File: src/rtl/base2log.sv
// base2log: integer log-magnitude compressor.
// Maps an unsigned magnitude to SCALE*floor(log2(x)) plus a small fractional
// correction taken from the FRAC_BITS bits below the leading one.
// The output is registered, so results appear one cycle after the input.
module base2log #(
  parameter int unsigned IN_WIDTH  = 32,
  parameter int unsigned OUT_WIDTH = 8,
  parameter int unsigned SCALE     = 6,
  parameter int unsigned FRAC_BITS = 3
) (
  input  logic                 clk,
  input  logic                 rst,
  input  logic                 valid_i,
  input  logic [IN_WIDTH-1:0]  number_i,
  output logic                 valid_o,
  output logic [OUT_WIDTH-1:0] log_o
);

  localparam int unsigned E_W     = (IN_WIDTH > 1) ? $clog2(IN_WIDTH) : 1;
  localparam int unsigned EXT_W   = IN_WIDTH + FRAC_BITS;
  localparam logic [31:0] OUT_MAX = 32'((64'd1 << OUT_WIDTH) - 64'd1);

  // Fractional correction floor-ish(SCALE*log2(1+m/8)), tabulated for
  // SCALE=6 and 3 mantissa bits. Every entry is below SCALE, which keeps the
  // overall mapping monotonic across octave boundaries.
  function automatic logic [2:0] frac_lut(input logic [FRAC_BITS-1:0] m);
    logic [2:0] f;
    case (m)
      3'd0:    f = 3'd0;
      3'd1:    f = 3'd1;
      3'd2:    f = 3'd1;
      3'd3:    f = 3'd2;
      3'd4:    f = 3'd3;
      3'd5:    f = 3'd4;
      3'd6:    f = 3'd5;
      default: f = 3'd5;
    endcase
    return f;
  endfunction

  // Clamp the wide sum into the output range; only reachable with
  // parameter sets whose maximum log exceeds OUT_WIDTH bits.
  function automatic logic [OUT_WIDTH-1:0] sat_out(input logic [31:0] v);
    if (v > OUT_MAX) return OUT_MAX[OUT_WIDTH-1:0];
    return v[OUT_WIDTH-1:0];
  endfunction

  logic [E_W-1:0]       msb_p0;
  logic [EXT_W-1:0]     ext_p0;
  logic [FRAC_BITS-1:0] mant_p0;
  logic [31:0]          sum_p0;
  logic [OUT_WIDTH-1:0] log_p0;

  logic                 vld_p1;
  logic [OUT_WIDTH-1:0] log_p1;

  // Zero-extending below the LSB makes the mantissa select uniform even when
  // the leading one sits in the bottom FRAC_BITS positions.
  assign ext_p0 = {number_i, {FRAC_BITS{1'b0}}};

  // Stage 0: leading-one detect, mantissa extraction, scale and add.
  // Zero input falls through with msb=0 and mantissa=0, giving log 0.
  always_comb begin
    msb_p0 = '0;
    for (int i = 0; i < int'(IN_WIDTH); i++) begin
      if (number_i[i]) msb_p0 = E_W'(i);
    end
    mant_p0 = ext_p0[msb_p0 +: FRAC_BITS];
    sum_p0  = SCALE * 32'(msb_p0) + 32'(frac_lut(mant_p0));
    log_p0  = sat_out(sum_p0);
  end

  // Stage 1: output register; data follows every cycle, valid qualifies it.
  always_ff @(posedge clk or posedge rst) begin
    if (rst) begin
      vld_p1 <= 1'b0;
      log_p1 <= '0;
    end else begin
      vld_p1 <= valid_i;
      log_p1 <= log_p0;
    end
  end

  assign valid_o = vld_p1;
  assign log_o   = log_p1;

endmodule

File: config.mk
export PLATFORM = sky130hd
export DESIGN_NAME = base2log
export DESIGN_NICKNAME = d
export VERILOG_FILES = /design/src/rtl/base2log.sv
export SDC_FILE = /design/constraint.sdc
export NUM_CORES = 1
export LEC_CHECK = 0
export ABC_CLOCK_PERIOD_IN_PS = 800
export CORE_UTILIZATION = 50
export DETAILED_ROUTE_END_ITERATION = 8
export GPL_ROUTABILITY_DRIVEN = 0
export PLACE_DENSITY = 0.93
export REMOVE_ABC_BUFFERS = 1
export SLEW_MARGIN = 20
export SYNTH_ARGS = -nofsm -noshare
export SYNTH_HDL_FRONTEND = slang
export SYNTH_SLANG_ARGS = --single-unit
File: constraint.sdc
create_clock -name clk -period 0.8 [get_ports clk]
set_input_delay 0.12 -clock clk [delete_from_list [all_inputs] [get_ports clk]]
set_output_delay 0.12 -clock clk [all_outputs]
set_load 0.02 [all_outputs]
==> impl_metrics.tcl, run 1 <==
set metrics [dict create \
    numPortBuffers 43 \
    yosysSeqAreaShare_pct 13.0 \
    ys.flop_type "dfrtp_1" \
    chipWidth_microns 60.9 \
    async_reset_ff_share_pct 100 \
    clockRootBuffer "clkbuf_4" \
    toolErrorMsg "[ERROR DPL-0038] Utilization greater than 100%, impossible to legalize" \
    num_rows 21 \
    holdBufCountCts 0 \
    netlist_instances 231 \
    die_h_microns 60.9 \
    synth_cell_types 53 \
    synth_edf_count 0 \
    io_pins 44 \
    place_area_sq_um 2850 \
    clock_path_buffers 2 \
    ys_seq_elements 9 \
    cts_setup_buffers 12 \
    status "stopped before the end" \
    cts_resized 236 \
    cts-htree-levels 1 \
    ys_warn_count 0 \
    dp_hpwl_mm 5.67 \
    synthesis.area_sq_um 1730 \
    cts_inserted_buffers 3 \
    start_util_pct 51.9 \
    syn_avg_cell_area_sq_um 7.50 \
    lastStage "clock tree synthesis (4_1_cts)" \
    clock_sinks 9 \
]
cell families after synthesis:
family	Yosys count	synth area share, %
AO/OA/AOI/OAI	71	29.0
buffers and inverters	22	5.34
AND/OR/NAND/NOR	91	26.4
adder cells (fa/ha/maj)	9	7.36
multiplexers	22	15.3
XOR/XNOR	7	3.54
flip-flops	9	13.0
Yosys cell counts, types with 4 or more instances:
master	count	share of area (%)
a211oi_1	4	1.7
a21o_1	4	1.7
a21oi_1	15	4.3
and3_1	4	1.4
clkbuf_1	5	1.1
dfrtp_1	9	13
ha_1	7	5.1
inv_1	14	3.0
mux2i_1	19	11
nand2_1	19	4.1
nand2b_1	6	2.2
nand3_1	4	1.2
nor2_1	28	6.1
nor3_1	6	1.7
nor4_1	7	2.5
o21ai_0	15	4.3
o22ai_1	4	1.4
or4_1	4	1.7
xnor2_1	4	2.0
stage by stage:
stage          instances  worst slack [ns]  setup TNS [ns]
2_1_floorplan        223             -3.44          -27.09
3_3_place_gp         401             -3.34          -28.05
3_5_place_dp         401             -3.62          -30.50
==> inputs of run 2 (changes only) <==
--- a/config.mk
+++ b/config.mk
@@ -6,10 +6,10 @@
 export NUM_CORES = 1
 export LEC_CHECK = 0
 export ABC_CLOCK_PERIOD_IN_PS = 800
-export CORE_UTILIZATION = 50
+export CORE_UTILIZATION = 40
 export DETAILED_ROUTE_END_ITERATION = 8
 export GPL_ROUTABILITY_DRIVEN = 0
-export PLACE_DENSITY = 0.93
+export PLACE_DENSITY_LB_ADDON = 0.15
 export REMOVE_ABC_BUFFERS = 1
 export SLEW_MARGIN = 20
 export SYNTH_ARGS = -nofsm -noshare
==> run 2 against run 1 <==
The flow now finishes, with violations (negative setup slack); area after synthesis did not move; synthesized cell count did not move.
==> impl_metrics.tcl, run 2 <==
set metrics [dict create \
    status "complete, but fails checks" \
    violations "negative setup slack" \
    synthTopCellsByCount "nor2_1, mux2i_1, nand2_1, a21oi_1, o21ai_0" \
    internal-power_mw 2.03 \
    synth_top_family_by_area "compound AO/OA/AOI/OAI gates" \
    largest_reg_flops 8 \
    synth-compound-area-share_pct 29.0 \
    yosysMostFrequentCell "nor2_1" \
    path_common_cell "buf_4" \
    antenna_cells 0 \
    async_reset_ff_share_pct 100 \
    holdBufCountCts 0 \
    slowest_delay_ns 0.49 \
    worst_slew_pin_slew_ns 0.374 \
    clock_sinks 9 \
    first_global_vias 2338 \
    comb_power_share_pct 65.8 \
    drt_wl_total_mm 6.85 \
    synthesis.area_sq_um 1730 \
    yosysSeqAreaShare_pct 13.0 \
    p_sw_share_pct 37.0 \
    cap_violations 0 \
    numPortBuffers 43 \
    rsz0062_at_grt "true" \
    ys_seq_elements 9 \
    switchingPower_mw 1.20 \
    fin_ws_ns -2.91 \
    routed_via_density 5.63 \
    drt-initial-drc-count 127 \
    synthSimpleGateAreaFrac_pct 26.4 \
    core_sq_um 4090 \
    grt_max_degree 13 \
    drtPass1Iterations 4 \
    cpLargestDelayFamily "simple AND/OR/NAND/NOR gates" \
    setup_viol 17 \
    netlist_instances 231 \
    antenna_found_initial 0 \
    synthMuxAreaShare_pct 15.3 \
    fillers 236 \
    syn_avg_cell_area_sq_um 7.50 \
    start_util_pct 42.4 \
    endpoint_kind "flip-flop" \
    cts-htree-levels 1 \
    pwr_density_cell_nw_per_um2 933 \
    required_ns 0.92 \
    crit_fanout 5 \
    worstPathArrival_ns 3.83 \
    ys_warn_count 0 \
    yosysTopAreaCell "dfrtp_1" \
    grt.overflow.total 0 \
    final_cell_mix "buf_4, nor2_1, buf_6, nand2_1, mux2i_1" \
    hold_class "in2async" \
    synth_top_area_share_pct 13.0 \
    critPathSlowestCell "or4b_4" \
    min_period_ns 3.71 \
    slew-limit-headroom_pct 74.7 \
    p_seq_share_pct 17.9 \
    vias 2425 \
    layout_commonest_cell "buf_4" \
    hold_viol 0 \
    io_pins 44 \
    irDropWorstVdd_v 0.000939 \
    fmax_ghz 0.270 \
    leakagePower_nw 1.54 \
    finalPower_mw 3.23 \
    critPathLaunchType "input port" \
    cts_tree "yes" \
    ys.flop_type "dfrtp_1" \
    dp_hpwl_mm 4.52 \
    fin_setup_tns_ns -23.24 \
    synth_fa_ha_area_share_pct 7.36 \
    die_area_sq_um 4600 \
    slew_viol_final 0 \
    criticalPathCategory "in2reg" \
    clock_path_buffers 2 \
    num_rows 23 \
    pwr-share-clk_pct 16.3 \
    fin_nets 426 \
    cts_inserted_buffers 3 \
    wl_per_cell_microns 15.9 \
    clockRootBuffer "clkbuf_8" \
    postRouteAntennaNets 0 \
    period_share_pct 463 \
    crit_buf_inv 5 \
    synth_edf_count 0 \
    synthXorXnorAreaFrac_pct 3.54 \
    chipWidth_microns 67.8 \
    synth_cell_types 53 \
    track_usage_pct 30.0 \
    drive_gt1_share_pct 54.6 \
    die_h_microns 67.8 \
    synth_area_leaders "dfrtp_1, mux2i_1, nor2_1" \
    crit_chain "buf_6 > or3_4 > a211oi_4 > o21ai_4 > a211oi_4 > buf_4 > buf_6 > mux4_2 > nor4_4 > a21oi_2 > or4b_4 > and3_4 > or2_4 > ha_4 > a21oi_2 > nor2b_2 > buf_4 > buf_4 > xor2_1 > nand2_1" \
    grt_pass1_wl_mm 10.5 \
    syn2layout_area_growth_pct 99.9 \
    path_clk_slew_ns 0.04 \
    startpoint "number_i[12]" \
    drc 0 \
]
run 2: cell counts after synthesis:
No cell type changed its count.
run 2: final cells by class:
type,instances,area [sq um],share of cell area (%)
inverters,14,52.6,1.52
well taps,50,62.6,1.81
clock buffers,4,45.0,1.30
multi-input cells,200,1800,52.1
flip-flops and latches,9,225,6.50
repair buffers,154,1270,36.8
run 2: final timing paths:
kind / slack (ns) / cells past startpoint / end
hold / removal: 0.13 / 2 / valid_o
max in group asynchronous: 0.44 / 2 / log_o[7]
setup / recovery: -2.91 / 20 / log_o[4]
min in group clk: 0.34 / 1 / valid_o
run 2: metal layers:
| metal | share of wire (%) | track usage [%] | vias up |
|---|---|---|---|
| met1 | 40 | 35.9 | 1146 |
| met2 | 54 | 55.2 | 83 |
| met5 | 0 | 0 | - |
| met3 | 4.1 | 1.83 | 12 |
| li1 | - | - | 1184 |
| met4 | 1.7 | 12.0 | 0 |
run 2: stage by stage:
step           hold slack (ns)  util, %  cells  cell area (sq um)  setup slack [ns]
6_report                 0.128     84.8    431               3460             -2.91
3_5_place_dp             0.386     70.0    406               2860             -3.56
5_1_grt                  0.167     84.8    431               3460             -3.02
4_1_cts                  0.136     80.6    427               3300             -2.73
2_1_floorplan          -0.0521        -    223               1690             -3.44
3_3_place_gp             0.390     70.0    406               2860             -3.47
run 2: kinds of logic (layout without fill, tap and decap cells):
group / Yosys count / count (layout)
flops: 9 / 9
compound gates: 71 / 71
buf+inv: 22 / 172
fa+ha+maj: 9 / 9
xor+xnor: 7 / 7
mux: 22 / 22
simple gates: 91 / 91
run 2: timing repair:
item / in CTS / in global routing
gates resized for setup: 178 / 36
gates cloned: 1 / 0
buffers inserted: 16 / 6
pin swaps: 33 / 31
setup endpoints to repair: 17 / 17
run 2: power by group through the flow:
| stage | clock [mW] | sequential (mW) | combinational (mW) |
|---|---|---|---|
| 2_1_floorplan | 0 | 0.677 | 0.632 |
| 3_3_place_gp | 0 | 0.565 | 1.60 |
| 3_5_place_dp | 0 | 0.571 | 1.64 |
| 4_1_cts | 0.534 | 0.582 | 1.88 |
| 5_1_grt | 0.560 | 0.588 | 2.27 |
| 6_report | 0.526 | 0.579 | 2.13 |
Power figures use the tool's default switching activity.
